$ cat src/rtl/game_flow_pkg.sv
// rtl/game_flow_pkg.sv - shared state encodings, colour constants and width helper for the game flow controller
package game_flow_pkg;

    typedef enum logic [2:0] {
        ST_START = 3'd0,
        ST_PLAY  = 3'd1,
        ST_PAUSE = 3'd2,
        ST_CLEAR = 3'd3,
        ST_OVER  = 3'd4
    } state_t;

    // Colour constants are single bits replicated to COLOR_W by the users,
    // so the package does not depend on the colour width parameter.
    localparam logic WHITE_BIT = 1'b1;
    localparam logic BLACK_BIT = 1'b0;

    // Level register width; a single level still needs one bit.
    function automatic int lvl_w(input int num_levels);
        return (num_levels <= 2) ? 1 : $clog2(num_levels);
    endfunction

endpackage

$ cat src/rtl/level_marker_overlay.sv
// rtl/level_marker_overlay.sv - combinational level-select marker hit test and marker colour
//
// Ports:
//   x, y    in  current pixel coordinate
//   level   in  cursor level (selected marker is drawn white)
//   hit     out pixel lies inside some marker square
//   colour  out marker colour (all-ones for the cursor marker, else all-zeros)
module level_marker_overlay
    import game_flow_pkg::*;
#(
    parameter int NUM_LEVELS = 3,
    parameter int COLOR_W    = 12,
    parameter int COORD_W    = 10,
    parameter int MARK_X0    = 251,
    parameter int MARK_Y0    = 200,
    parameter int MARK_PITCH = 36,
    parameter int MARK_SIZE  = 7,
    parameter int LVL_W      = lvl_w(NUM_LEVELS)
) (
    input  logic [COORD_W-1:0] x,
    input  logic [COORD_W-1:0] y,
    input  logic [LVL_W-1:0]   level,
    output logic               hit,
    output logic [COLOR_W-1:0] colour
);

    // Bounds are one bit wider than the coordinates so a marker near the
    // screen edge never wraps around to low coordinates.
    localparam logic [COORD_W:0] X_LO = (COORD_W+1)'(MARK_X0);
    localparam logic [COORD_W:0] X_HI = (COORD_W+1)'(MARK_X0 + MARK_SIZE - 1);

    logic [COORD_W:0] x_ext;
    logic [COORD_W:0] y_ext;
    logic             x_in;

    assign x_ext = {1'b0, x};
    assign y_ext = {1'b0, y};
    assign x_in  = (x_ext >= X_LO) && (x_ext <= X_HI);

    always_comb begin
        hit    = 1'b0;
        colour = {COLOR_W{BLACK_BIT}};
        for (int i = 0; i < NUM_LEVELS; i++) begin
            if (x_in
                && (y_ext >= (COORD_W+1)'(MARK_Y0 + i*MARK_PITCH))
                && (y_ext <= (COORD_W+1)'(MARK_Y0 + i*MARK_PITCH + MARK_SIZE - 1))) begin
                hit = 1'b1;
                if (level == LVL_W'(i)) begin
                    colour = {COLOR_W{WHITE_BIT}};
                end
            end
        end
    end

endmodule

$ cat src/rtl/game_flow_ctrl.sv
// rtl/game_flow_ctrl.sv - game screen sequencer, level menu/advance and per-screen pixel colour mux
//
// Ports:
//   clk, resetn                        clock, synchronous active-low reset
//   select_p, up_p, down_p, pause_p    debounced single-cycle button pulses
//   frame_tick                         one pulse per frame
//   game_over, level_clear             game core status (level / pulse)
//   x, y                               current pixel coordinate
//   colour_start/play/over             screen source colours
//   state, level                       current screen and cursor/active level
//   start_en, play_en, over_en         screen source enables
//   game_rst_n                         one-cycle low pulse at every level start
//   won                                final level cleared
//   colour_out                         registered pixel colour
module game_flow_ctrl
    import game_flow_pkg::*;
#(
    parameter int NUM_LEVELS   = 3,
    parameter int COLOR_W      = 12,
    parameter int COORD_W      = 10,
    parameter int MARK_X0      = 251,
    parameter int MARK_Y0      = 200,
    parameter int MARK_PITCH   = 36,
    parameter int MARK_SIZE    = 7,
    parameter int CLEAR_FRAMES = 60,
    localparam int LVL_W       = lvl_w(NUM_LEVELS)
) (
    input  logic               clk,
    input  logic               resetn,
    input  logic               select_p,
    input  logic               up_p,
    input  logic               down_p,
    input  logic               pause_p,
    input  logic               frame_tick,
    input  logic               game_over,
    input  logic               level_clear,
    input  logic [COORD_W-1:0] x,
    input  logic [COORD_W-1:0] y,
    input  logic [COLOR_W-1:0] colour_start,
    input  logic [COLOR_W-1:0] colour_play,
    input  logic [COLOR_W-1:0] colour_over,
    output logic [2:0]         state,
    output logic [LVL_W-1:0]   level,
    output logic               start_en,
    output logic               play_en,
    output logic               over_en,
    output logic               game_rst_n,
    output logic               won,
    output logic [COLOR_W-1:0] colour_out
);

    localparam int CNT_W = $clog2(CLEAR_FRAMES + 1);
    localparam int CH_W  = COLOR_W / 3;

    state_t             state_q, state_d;
    logic [LVL_W-1:0]   level_q, level_d;
    logic               won_q, won_d;
    logic               game_rst_n_q, game_rst_n_d;
    logic [CNT_W-1:0]   cnt_q, cnt_d;
    logic [COLOR_W-1:0] colour_q, colour_d;

    logic               last_level;
    logic               clear_done;
    logic               mark_hit;
    logic [COLOR_W-1:0] mark_colour;
    logic [COLOR_W-1:0] colour_dim;

    assign last_level = (level_q == LVL_W'(NUM_LEVELS - 1));
    // The tick that ends the hold is the CLEAR_FRAMES-th one seen in CLEAR.
    assign clear_done = (state_q == ST_CLEAR) && frame_tick
                        && (cnt_q == CNT_W'(CLEAR_FRAMES - 1));

    // Screen sequencing
    always_comb begin
        state_d = state_q;
        case (state_q)
            ST_START: if (select_p) state_d = ST_PLAY;
            ST_PLAY: begin
                if (game_over)        state_d = ST_OVER;
                else if (level_clear) state_d = ST_CLEAR;
                else if (pause_p)     state_d = ST_PAUSE;
            end
            ST_PAUSE: if (pause_p || select_p) state_d = ST_PLAY;
            ST_CLEAR: if (clear_done) state_d = last_level ? ST_OVER : ST_PLAY;
            ST_OVER:  if (select_p) state_d = ST_START;
            default:  state_d = ST_START;
        endcase
    end

    // Level cursor, win flag, clear-hold counter and game core reset pulse
    always_comb begin
        level_d      = level_q;
        won_d        = won_q;
        cnt_d        = cnt_q;
        game_rst_n_d = 1'b1;
        case (state_q)
            ST_START: begin
                if (select_p) begin
                    won_d        = 1'b0;
                    game_rst_n_d = 1'b0;
                end else if (down_p && !up_p) begin
                    level_d = last_level ? '0 : level_q + 1'b1;
                end else if (up_p && !down_p) begin
                    level_d = (level_q == '0) ? LVL_W'(NUM_LEVELS - 1) : level_q - 1'b1;
                end
            end
            ST_PLAY: if (!game_over && level_clear) cnt_d = '0;
            ST_CLEAR: begin
                if (clear_done) begin
                    if (last_level) begin
                        won_d = 1'b1;
                    end else begin
                        level_d      = level_q + 1'b1;
                        game_rst_n_d = 1'b0;
                    end
                end else if (frame_tick) begin
                    cnt_d = cnt_q + 1'b1;
                end
            end
            default: ;
        endcase
    end

    level_marker_overlay #(
        .NUM_LEVELS (NUM_LEVELS),
        .COLOR_W    (COLOR_W),
        .COORD_W    (COORD_W),
        .MARK_X0    (MARK_X0),
        .MARK_Y0    (MARK_Y0),
        .MARK_PITCH (MARK_PITCH),
        .MARK_SIZE  (MARK_SIZE),
        .LVL_W      (LVL_W)
    ) u_marker (
        .x      (x),
        .y      (y),
        .level  (level_q),
        .hit    (mark_hit),
        .colour (mark_colour)
    );

    // Pause dimming halves each colour channel independently.
    always_comb begin
        colour_dim = '0;
        for (int c = 0; c < 3; c++) begin
            colour_dim[c*CH_W +: CH_W] = colour_play[c*CH_W +: CH_W] >> 1;
        end
    end

    always_comb begin
        colour_d = colour_play;
        case (state_q)
            ST_START: colour_d = mark_hit ? mark_colour : colour_start;
            ST_PAUSE: colour_d = colour_dim;
            ST_OVER:  colour_d = colour_over;
            default:  colour_d = colour_play;
        endcase
    end

    always_ff @(posedge clk) begin
        if (!resetn) begin
            state_q      <= ST_START;
            level_q      <= '0;
            won_q        <= 1'b0;
            game_rst_n_q <= 1'b0;
            cnt_q        <= '0;
            colour_q     <= '0;
        end else begin
            state_q      <= state_d;
            level_q      <= level_d;
            won_q        <= won_d;
            game_rst_n_q <= game_rst_n_d;
            cnt_q        <= cnt_d;
            colour_q     <= colour_d;
        end
    end

    assign state      = state_q;
    assign level      = level_q;
    assign won        = won_q;
    assign game_rst_n = game_rst_n_q;
    assign colour_out = colour_q;
    assign start_en   = (state_q == ST_START);
    assign play_en    = (state_q == ST_PLAY);
    assign over_en    = (state_q == ST_OVER);

endmodule

$ cat config.mk
export PLATFORM = sky130hd
export DESIGN_NAME = game_flow_ctrl
export DESIGN_NICKNAME = d
export VERILOG_FILES = /design/src/rtl/game_flow_pkg.sv /design/src/rtl/level_marker_overlay.sv /design/src/rtl/game_flow_ctrl.sv
export SDC_FILE = /design/constraint.sdc
export NUM_CORES = 1
export LEC_CHECK = 0
export BUFFER_PORTS_ARGS = -buffer_cell sky130_fd_sc_hd__clkbuf_2
export CORE_UTILIZATION = 45
export CTS_BUF_LIST = sky130_fd_sc_hd__clkbuf_4 sky130_fd_sc_hd__clkbuf_8 sky130_fd_sc_hd__clkbuf_16
export CTS_CLUSTER_DIAMETER = 60
export CTS_CLUSTER_SIZE = 28
export DETAILED_ROUTE_END_ITERATION = 8
export PLACE_DENSITY = 0.78
export SLEW_MARGIN = 20
export SYNTH_ARGS = -nofsm -noshare
export SYNTH_HDL_FRONTEND = slang
export SYNTH_SLANG_ARGS = --single-unit
$ cat constraint.sdc
create_clock -name clk -period 1.9 [get_ports clk]
set_input_delay 0.285 -clock clk [delete_from_list [all_inputs] [get_ports clk]]
set_output_delay 0.285 -clock clk [all_outputs]
set_load 0.05 [all_outputs]
; Word level (Yosys, flattened, before mapping)
; Cells that the tools add are included.
[word_totals]
reg_bits = 25
inputBits = 65
output_inout_bits = 22
elab_cells = 100
[classes]
n_addsub = 3
n_lt_le_gt_ge = 8
n_eq_ne = 19
mux = 40
reduce_logical = 24
[ops]
columns = operator, count
row1 = 12-bit 2-to-1 mux, 7
row2 = 12-bit case mux with 3 select lines, 1
row3 = "10-bit by 8-bit >= comparator with 1-bit output, second input constant", 3
row4 = 3-bit 2-to-1 mux, 8
row5 = "10-bit by 8-bit <= comparator with 1-bit output, second input constant", 2
row6 = "10-bit by 9-bit <= comparator with 1-bit output, second input constant", 2
row7 = 6-bit 2-to-1 mux, 3
row8 = "2-bit inequality test, second input constant", 9
row9 = 3-bit case mux with 5 select lines, 1
row10 = 2-bit 2-to-1 mux, 7
row11 = 1-bit logical AND, 12
row12 = 6-bit case mux with 2 select lines, 1
row13 = "10-bit by 9-bit >= comparator with 1-bit output, second input constant", 1
row14 = 5-bit AND reduction, 2
row15 = 1-bit 2-to-1 mux, 9
row16 = 4-bit AND reduction, 2
row17 = "6-bit by 1-bit adder with 6-bit output, second input constant", 1
row18 = "3-bit by 2-bit == test with 1-bit output, second input constant", 2
row19 = "6-bit == test, second input constant", 1
row20 = "4-bit inequality test, second input constant", 1
row21 = 1-bit case mux with 2 select lines, 2
row22 = 2-bit case mux with 2 select lines, 1
row23 = 2-bit nonzero test, 2
row24 = "3-bit by 1-bit == test with 1-bit output, second input constant", 1
row25 = 11 further kinds, 13

; Logic depth before layout (Yosys ltp)
; Gate-level depths: netlist (run 1).
[logic_depth]
ltp_word = 11
depth_mapped = 7
mapped_depth_nobuf = 7

; Modules after synthesis
; From an unflattened synthesis (run 1), not the netlist that was laid out.
[hier_totals]
cells_unflattened = 235
area_unflattened_um2 = 1926.8
[modules_own_cells]
columns = mod, instances, cells_each, area_per_inst_um2, seq_area_each_um2
row1 = game_flow_ctrl, 1, 192, 1612.8, 500.5
row2 = level_marker_overlay, 1, 43, 314.1, 0.0

; Least setup slack after synthesis (run 1)
; Ideal clock, no wire load.
[synth_path]
kind = reg-to-reg
from = register state_q[2], in the netlist state[2]
to = register colour_q[3], in the netlist colour_out[3]
setup_ps = 68
t_arrival_ps = 2868
required_ps = 1832
path_slack_ps = -1037
path_stages_with_launch = 7
path_buffers = 1
synth_period_minus_slack_ps = 2937
cell_sequence = dfxtp_1 -> buf_2 -> nor3b_1 -> a21oi_1 -> a31oi_1 -> o21ai_1 -> o21ai_2
[synth_via]
elab_chain_len = 2
word_cells_on_any_way = 4
classes_between = 2 x eq/ne / 1 x mux / 1 x reduce/logical
[synth_lines]
columns = element, line_no
row1 = start: declaration, game_flow_ctrl.sv:55  ; state_t state_q, state_d;
row2 = start signal: assignment, game_flow_ctrl.sv:168  ; state_q <= state_d;
row3 = 3-bit == test, n/a
row4 = named net over_en, game_flow_ctrl.sv:46  ; output logic over_en,
row5 = 12-bit case mux with 3 select lines, game_flow_ctrl.sv:151  ; case (state_q)
row6 = end signal: assignment, game_flow_ctrl.sv:173  ; colour_q <= colour_d;
row7 = end: declaration, game_flow_ctrl.sv:60  ; logic [COLOR_W-1:0] colour_q, colour_d;
; The timed path passes the listed nets, and every way through them passes these cells.
; A chain may end at the register's enable or synchronous reset.

; Final worst setup path (run 1)
[layout_path]
from = register state_q[2], in the netlist state[2]
to = output over_en
[layout_via]
elab_chain_len = 1
[layout_lines]
columns = element, line_no
row1 = 3-bit == test, game_flow_ctrl.sv:184  ; assign over_en = (state_q == ST_OVER);
row2 = end: declaration, game_flow_ctrl.sv:46
; Every way passes these cells.

==> results of run 1 <==
power by group:
group          internal, W  switching, W  total [W]
clock             0.000147      0.000178   0.000324
sequential        0.000589     0.0000526   0.000641
combinational     0.000322      0.000599   0.000921
registers in the layout, summed over array words and instances (netlist names):
signal	count
level	2
game_rst_n	1
won	1
state	3
cnt_q	6
colour_out	12
area by class of cell:
class                      count  area share
clock buffer                   3      0.0165
clock inverter                 1     0.00200
inverter                       8      0.0120
multi-input combinational    200       0.527
sequential                    25       0.202
tap                           50      0.0249
timing repair buffer          97       0.215
logic make-up after synthesis:
logic type	share of synthesized area
compound gates	0.365
simple gates	0.249
buf+inv	0.0629
flops	0.262
xor+xnor	0.0229
fa+ha+maj	0.0328
mux	0.00525
cells in the final DEF (no fill, tap or decap), types with 10 or more instances in the layout:
master    netlist  layout
dfxtp_1        25      22
nand3_1        19      19
a31oi_1        13      12
nand2_1        21      21
nor2_1         16      16
a211oi_1       16      16
clkbuf_2        0      85
o21a_1         10      10
o21ai_0        17      17
a21oi_1        10      10
o21ai_1        14      14
repair_timing:
action                                 4_1_cts  5_1_grt
resized for setup                            2        1
endpoints found under the hold margin        0        0
gates cloned                                 0        0
setup endpoints to repair                    1       12
final timing paths:
check | from | endpoint | slack (ps) | cells after the start
min reg2reg | won | won | 530 | 2
max | state[2] | over_en | 100 | 3
max reg2reg | state[1] | colour_out[11] | 230 | 5
min | colour_start[10] | colour_out[10] | 240 | 3
stage by stage:
step                 util  power, W
detailed placement  0.608   0.00157
floorplan               -   0.00131
finish              0.623   0.00189
CTS                 0.621   0.00190
global placement    0.608   0.00156
global route        0.623   0.00201
per-layer routing:
layer  share of wire  routed length, um  track usage
met1            0.43               2300        0.296
met2            0.49               2600        0.451
met3           0.061                323       0.0360
met4           0.014                 76       0.0904
met5               0                  0            0
worst reg2reg max path: stages, from the launching register on:
cell	delay, ps
dfxtp_2	410
nor3_4	260
or4b_4	580
a31oi_1	200
o21ai_1	80
o21ai_1	90
==> results.cfg, run 1 <==
[critical_path]
path_buf_inv = 2
cp_slowest_cell = dfxtp_4
crit_type = reg2out
worstPathCellList = buf_4 -> nor3b_4 -> clkbuf_4
arrival_ps = 1510
crit_required_ps = 1620
critPathLaunchType = register
endpoint_kind = primary output
slowest_delay_ps = 450
critPathMaxFanout = 20
crit_family = buffers and inverters

[cts]
ctsHoldBuffers = 0
cts_sinks = 25
clkTransAtPathRegs_ps = 90
clock_latency_ps = 270
post_cts_buffers = 0
root_buffer = clkbuf_8
cts_tree = built
max-clock-path-buffers = 2
htreeDepth = 1
numCtsBuffers = 3

[finish]
fin_area_sq_um = 2510
multiInputGateArea_sq_um = 1320
instances_no_fill = 384
fillers = 393
n_antenna_cell = 0
drive_above_1_share = 0.371
fin_nets = 405
area_growth_pct = 31.5
ff_latch_area_sq_um = 507

[timing]
setup_violations = 0
drv_slew = 0
tns_ps = 0
setup_slack_ps = 101
maxSlewHeadroom = 0.627
worstMarginPinSlew_ps = 558
post-route-min-period_ps = 1800
final.period_utilization = 0.947
finClkSkew_ps = 3.34
finalHoldViolations = 0
rsz0062_at_grt = false
hold_slack_ps = 241
fmax_ghz = 0.556

[yosys]
yosysTopAreaCell = dfxtp_1
netlist_instances = 252
netlist_area_sq_um = 1910
synth-edff-count = 0
synth_seq_cells = 25
yosysWarnings = 0
ys_async_sr_fraction = 0
yosys.area.top_type_share = 0.262
synth_most_common_cell = dfxtp_1
ys_types = 48
yosys_most_used_dff = dfxtp_1
synth_common_cells = dfxtp_1, nand2_1, nand3_1, o21ai_0
syn_area_per_cell_sq_um = 7.57
syn-num-nets = 322
ys_seq_area_frac = 0.262
synth.area.top_cells = dfxtp_1, a211oi_1, nand3_1

[die]
die_area_sq_um = 4500
rows = 23
core_area_sq_um = 4030
die_y_um = 67.1
die_x_um = 67.1
start_util = 0.474
io_pins = 87

[routing]
routed_wl_mm = 5.30
wl_per_cell_um = 13.8
via_per_inst = 5.77
drc = 0
first_pass_iters = 4
drtAntennaViolNets = 0
vias = 2215
drt_iter0_drc = 127

[status]
status = finished, final reports clean

[pwr]
vdd_drop_max_v = 0.000417
power_density_nw_per_um2 = 752
power.leakage_nw = 1.10

[place]
dp_slack_ps = -107
dpl_cell_area_sq_um = 2450
portBuffers = 86
routabilityCongestion = 0.858
dp.cells = 380
dpl.hpwl_mm = 4.12

[global_route]
grt_overflow = 0
grt_use_total = 0.250
antenna_found_initial = 0
grt_pass1_wl_mm = 8.76
grt_max_degree = 27
grt_pass1_vias = 2063

[run]
cap_violations = 0

[min_path]
hp-class = in2reg
No activity file was read; power rests on OpenSTA's default activity.
==> run 2, diff against run 1 <==
--- a/config.mk
+++ b/config.mk
@@ -12,7 +12,8 @@
 export CTS_CLUSTER_SIZE = 28
 export DETAILED_ROUTE_END_ITERATION = 8
 export PLACE_DENSITY = 0.78
-export SLEW_MARGIN = 20
+export RECOVER_POWER = 50
 export SYNTH_ARGS = -nofsm -noshare
 export SYNTH_HDL_FRONTEND = slang
+export SYNTH_HIERARCHICAL = 1
 export SYNTH_SLANG_ARGS = --single-unit
==> run 2 against run 1 <==
Effect of this change:
- the run now ends with negative setup slack left
- wire length rose by 13%
- final cell count up 0.52%
- global-route usage is 2.2 points higher
- fmax decreased by 16%
- sequential power is 7.8% lower
- critical endpoint is now colour_out[0]
- largest cell class unchanged
- highest routed layer unchanged
==> results.cfg, run 2 <==
[cts]
root_buffer = clkbuf_8
clock_latency_ps = 270
htreeDepth = 1
max-clock-path-buffers = 2
clkTransAtPathRegs_ps = 100
cts_tree = built
cts_sinks = 25
numCtsBuffers = 3

[timing]
finalHoldViolations = 0
rsz0062_at_grt = true
post-route-min-period_ps = 2130
setup_slack_ps = -234
final.period_utilization = 1.12
setup_violations = 12
finClkSkew_ps = 3.14
maxSlewHeadroom = 0.478
fmax_ghz = 0.469
worstMarginPinSlew_ps = 781
drv_slew = 0

[die]
die_y_um = 67.4
core_area_sq_um = 4060
start_util = 0.475
rows = 23
die_area_sq_um = 4550
io_pins = 87
die_x_um = 67.4

[critical_path]
slowest_delay_ps = 530
r2r_start = level[1]
worstPathCellList = buf_6 -> or4b_4 -> nor4_4 -> a41oi_2 -> a31oi_2 -> buf_6 -> mux2_4 -> a32o_2 -> a221oi_2 -> nor2_1
r2r_end = colour_out[0]
cp_common_cell = buf_6
r2r_slack_ps = 40
cp_slowest_cell = or4b_4
critPathLaunchType = input pin
critPathMaxFanout = 6
crit_required_ps = 2080
arrival_ps = 2310
crit_type = in2reg
endpoint_kind = register
r2r_cells = 8

[min_path]
hp-class = in2reg
hold_end = colour_out[0]
whs_path_depth = 3
hp-start = colour_play[0]

[finish]
fin_nets = 406
most-common-layout-cells = clkbuf_2, buf_4, dfxtp_1
n_antenna_cell = 0
drive_above_1_share = 0.396
largest_reg_flops = 12
area_growth_pct = 39.5
instances_no_fill = 386
fin_area_sq_um = 2690
final_common_cell = clkbuf_2

[place]
dp.cells = 378
portBuffers = 86
routabilityCongestion = 0.875
dpl_cell_area_sq_um = 2580
dpl.hpwl_mm = 4.52

[yosys]
syn-num-nets = 304
ys_async_sr_fraction = 0
ys_seq_area_frac = 0.260
yosys.area.top_type_share = 0.260
yosysWarnings = 6
netlist_instances = 235
yosysTopAreaCell = dfxtp_1
synth_common_cells = dfxtp_1, o21ai_0, nand2_1, nor2_1, buf_4
syn_area_per_cell_sq_um = 8.20
synth_most_common_cell = dfxtp_1
synth.area.top_cells = dfxtp_1, o21ai_0, mux2_2
yosys_most_used_dff = dfxtp_1
netlist_area_sq_um = 1930
synth_seq_cells = 25
ys_types = 54
synth-edff-count = 0

[status]
violations = negative setup slack
status = finished, violations left

[global_route]
grt_overflow = 0
grt_max_degree = 18
grt_pass1_vias = 2105
grt_use_total = 0.273
antenna_found_initial = 0
grt_pass1_wl_mm = 9.47

[routing]
first_pass_iters = 5
vias = 2294
drt_iter0_drc = 200
routed_wl_mm = 5.98
via_per_inst = 5.94
drc = 0
drtAntennaViolNets = 0
wl_per_cell_um = 15.5

[run]
cap_violations = 0

[pwr]
vdd_drop_max_v = 0.000394
power.leakage_nw = 1.16
power_density_nw_per_um2 = 603
[run 2: cell count changes after synthesis, sizes merged, moves of 7 or more]
cell    previous run  this run
a211oi            16         2
a221oi             1         9
a22o               0         7
a31oi             13         5
buf                7        16
clkbuf            12         5
mux2               0         9
nand3             19         3
o21a              10         0
o21ai             40        23
[run 2: logic make-up after synthesis]
| group | after synthesis | share of synthesized area |
|---|---|---|
| mux | 14 | 0.0786 |
| simple gates | 78 | 0.239 |
| compound gates | 82 | 0.301 |
| buf+inv | 29 | 0.0825 |
| xor+xnor | 3 | 0.0136 |
| fa+ha+maj | 4 | 0.0260 |
| flops | 25 | 0.260 |
[run 2: worst max-delay path by stage]
stage,startpoint,slack (ps),cells after the start,end
floorplan,x[7],-410,8,colour_out[11]
global placement,x[7],-500,10,colour_out[5]
detailed placement,x[7],-530,10,colour_out[9]
CTS,x[7],-230,10,colour_out[9]
global route,x[7],-300,10,colour_out[5]
finish,x[7],-230,10,colour_out[0]
[run 2: worst max-delay path, delay by kind of cell]
family | cells | cell delay (ps)
AOI/OAI and AO/OA | 4 | 650
buffers and inverters | 2 | 240
muxes | 1 | 300
and+or+nand+nor | 3 | 830
[run 2: final cells by class]
class | instances | area [sq um]
sequential | 25 | 502
inverter | 8 | 33.8
clock inverter | 1 | 7.51
clock buffer | 3 | 41.3
tap | 50 | 62.6
timing repair buffer | 118 | 676
multi-input combinational | 181 | 1370
fill | 364 | 1370
[run 2: metrics by stage]
stage,worst slack [ps],total power (W),setup TNS [ps],hold slack [ps],util
after floorplan,-409,0.00102,-3580,422,-
after global placement,-500,0.00124,-5340,487,0.635
after detailed placement,-529,0.00125,-5770,504,0.635
after CTS,-228,0.00161,-2140,280,0.654
after global routing,-299,0.00170,-2720,310,0.663
final,-234,0.00162,-1990,292,0.663
[run 2: where the power goes]
group          switching, W  internal [W]
clock              0.000198      0.000149
combinational      0.000428      0.000254
sequential        0.0000248      0.000566
[run 2: timing repair]
action | 4_1_cts | 5_1_grt
hold buffers | 0 | 0
pin swaps | 1 | 2
setup buffers | 2 | 2
endpoints found under the setup margin | 14 | 13
endpoints found under the hold margin | 0 | 0
gates resized for setup | 5 | 9
[run 2: per-layer routing]
metal,vias to the layer above,wire (um),GRT usage
met5,-,0,0
met4,0,161,0.112
met3,14,485,0.0389
met2,117,2870,0.473
met1,1050,2470,0.334
li1,1113,-,-
==> run 3, diff against run 2 <==
--- a/config.mk
+++ b/config.mk
@@ -12,7 +12,6 @@
 export CTS_CLUSTER_SIZE = 28
 export DETAILED_ROUTE_END_ITERATION = 8
 export PLACE_DENSITY = 0.78
-export RECOVER_POWER = 50
 export SYNTH_ARGS = -nofsm -noshare
 export SYNTH_HDL_FRONTEND = slang
 export SYNTH_HIERARCHICAL = 1
==> run 3 against run 2 <==
Effect of this change:
- the flow still finishes with violations (negative setup slack)
- global-route usage unchanged
- die area stayed put
- combinational power increased by 1%
- clock skew shrank 1.3 ps
- critical path type unchanged
- critical endpoint unchanged
- largest cell class unchanged
==> results.cfg, run 3 (synthesized netlist as in run 2, its figures left out) <==
[routing]
routed_wl_mm = 5.94
vias = 2303
via_per_inst = 5.97
drt_iter0_drc = 205
drtAntennaViolNets = 0
first_pass_iters = 4
drc = 0
wl_per_cell_um = 15.4

[min_path]
hp-class = in2reg

[place]
dpl.hpwl_mm = 4.52
routabilityCongestion = 0.875
portBuffers = 86
dp.cells = 378

[critical_path]
critPathMaxFanout = 6
r2r_start = level[1]
critical_path.endpoint = colour_out[0]
endpoint_kind = register
crit_family = simple AND/OR/NAND/NOR gates
arrival_ps = 2310
path_buf_inv = 2
crit_required_ps = 2070
r2r_slack_ps = 40
r2r_end = colour_out[0]
crit_type = in2reg
cp-startpoint = x[7]
worstPathCellList = buf_6 -> or4b_4 -> nor4_4 -> a41oi_2 -> a31oi_2 -> buf_6 -> mux2_4 -> a32o_2 -> a221oi_2 -> nor2_1
cp_slowest_cell = or4b_4
cp_common_cell = buf_6
critPathLaunchType = input pin
crit_cells = 10
r2r_cells = 8
slowest_delay_ps = 530

[die]
io_pins = 87
die_x_um = 67.4
rows = 23
start_util = 0.475
core_area_sq_um = 4060
die_y_um = 67.4
die_area_sq_um = 4550

[cts]
cts_tree = built
ctsHoldBuffers = 0
clock_latency_ps = 270
cts_sinks = 25
numCtsBuffers = 3
htreeDepth = 1
root_buffer = clkbuf_8
max-clock-path-buffers = 2
clkTransAtPathRegs_ps = 100

[timing]
rsz0062_at_grt = true
final.period_utilization = 1.13
finClkSkew_ps = 1.85
setup_slack_ps = -238
drv_slew = 0
worstMarginPinSlew_ps = 766
maxSlewHeadroom = 0.487
setup_violations = 12
finalHoldViolations = 0
post-route-min-period_ps = 2140
hold_slack_ps = 295
fmax_ghz = 0.468

[finish]
final_common_cell = clkbuf_2
fin_nets = 406
drive_above_1_share = 0.443
area_growth_pct = 40.6
most-common-layout-cells = clkbuf_2, buf_4, dfxtp_1
largest_reg_flops = 12
instances_no_fill = 386
n_antenna_cell = 0
post-route-util = 0.668
fillers = 356

[global_route]
grt_use_total = 0.273
grt_pass1_wl_mm = 9.47
grt_pass1_vias = 2105
antenna_found_initial = 0
grt_max_degree = 18
grt_overflow = 0

[status]
violations = negative setup slack
status = finished, violations left

[pwr]
vdd_drop_max_v = 0.000390
power_density_nw_per_um2 = 601
power.leakage_nw = 1.21

[run]
cap_violations = 0
[run 3: worst min-delay path by stage]
stage	start	cells after the start	slack, ps	endpoint
CTS	colour_play[0]	3	280	colour_out[0]
floorplan	colour_play[0]	2	420	colour_out[0]
detailed placement	won	2	500	won
finish	colour_play[0]	3	300	colour_out[0]
global placement	won	2	490	won
global route	colour_play[0]	3	310	colour_out[0]
[run 3: power by group]
group	internal, W	total [W]	switching (W)
clock	0.000149	0.000345	0.000196
combinational	0.000263	0.000691	0.000428
sequential	0.000566	0.000591	0.0000250
total	0.000978	0.00163	0.000649
[run 3: final cells by class]
class | count | area (sq um) | area share
Clock buffer | 3 | 41.3 | 0.0152
Clock inverter | 1 | 7.51 | 0.00277
Inverter | 8 | 33.8 | 0.0125
Multi-Input combinational cell | 181 | 1370 | 0.504
Sequential cell | 25 | 502 | 0.185
Tap cell | 50 | 62.6 | 0.0231
Timing Repair Buffer | 118 | 696 | 0.257
[run 3: repair_timing]
action / in CTS / in global routing
gates resized for setup: 5 / 9
pin swaps: 1 / 2
endpoints found under the setup margin: 14 / 13
buffers inserted: 2 / 2
[run 3: metal layers]
metal | wire [um] | GRT usage
met1 | 2530 | 0.334
met3 | 404 | 0.0389
met4 | 155 | 0.112
met2 | 2850 | 0.473
met5 | 0 | 0
[run 3: per-stage QoR]
stage	area [sq um]	setup slack (ps)	TNS [ps]	total power [W]
after floorplan	2020	-409	-3580	0.00102
after global placement	2580	-500	-5340	0.00124
after detailed placement	2580	-529	-5770	0.00125
after CTS	2660	-228	-2140	0.00161
after global routing	2710	-299	-2720	0.00171
final	2710	-238	-2010	0.00163
[run 3: worst min-delay path, stage by stage]
cell      delay [ps]
clkbuf_2         110
a221oi_2          60
nor2_1            80
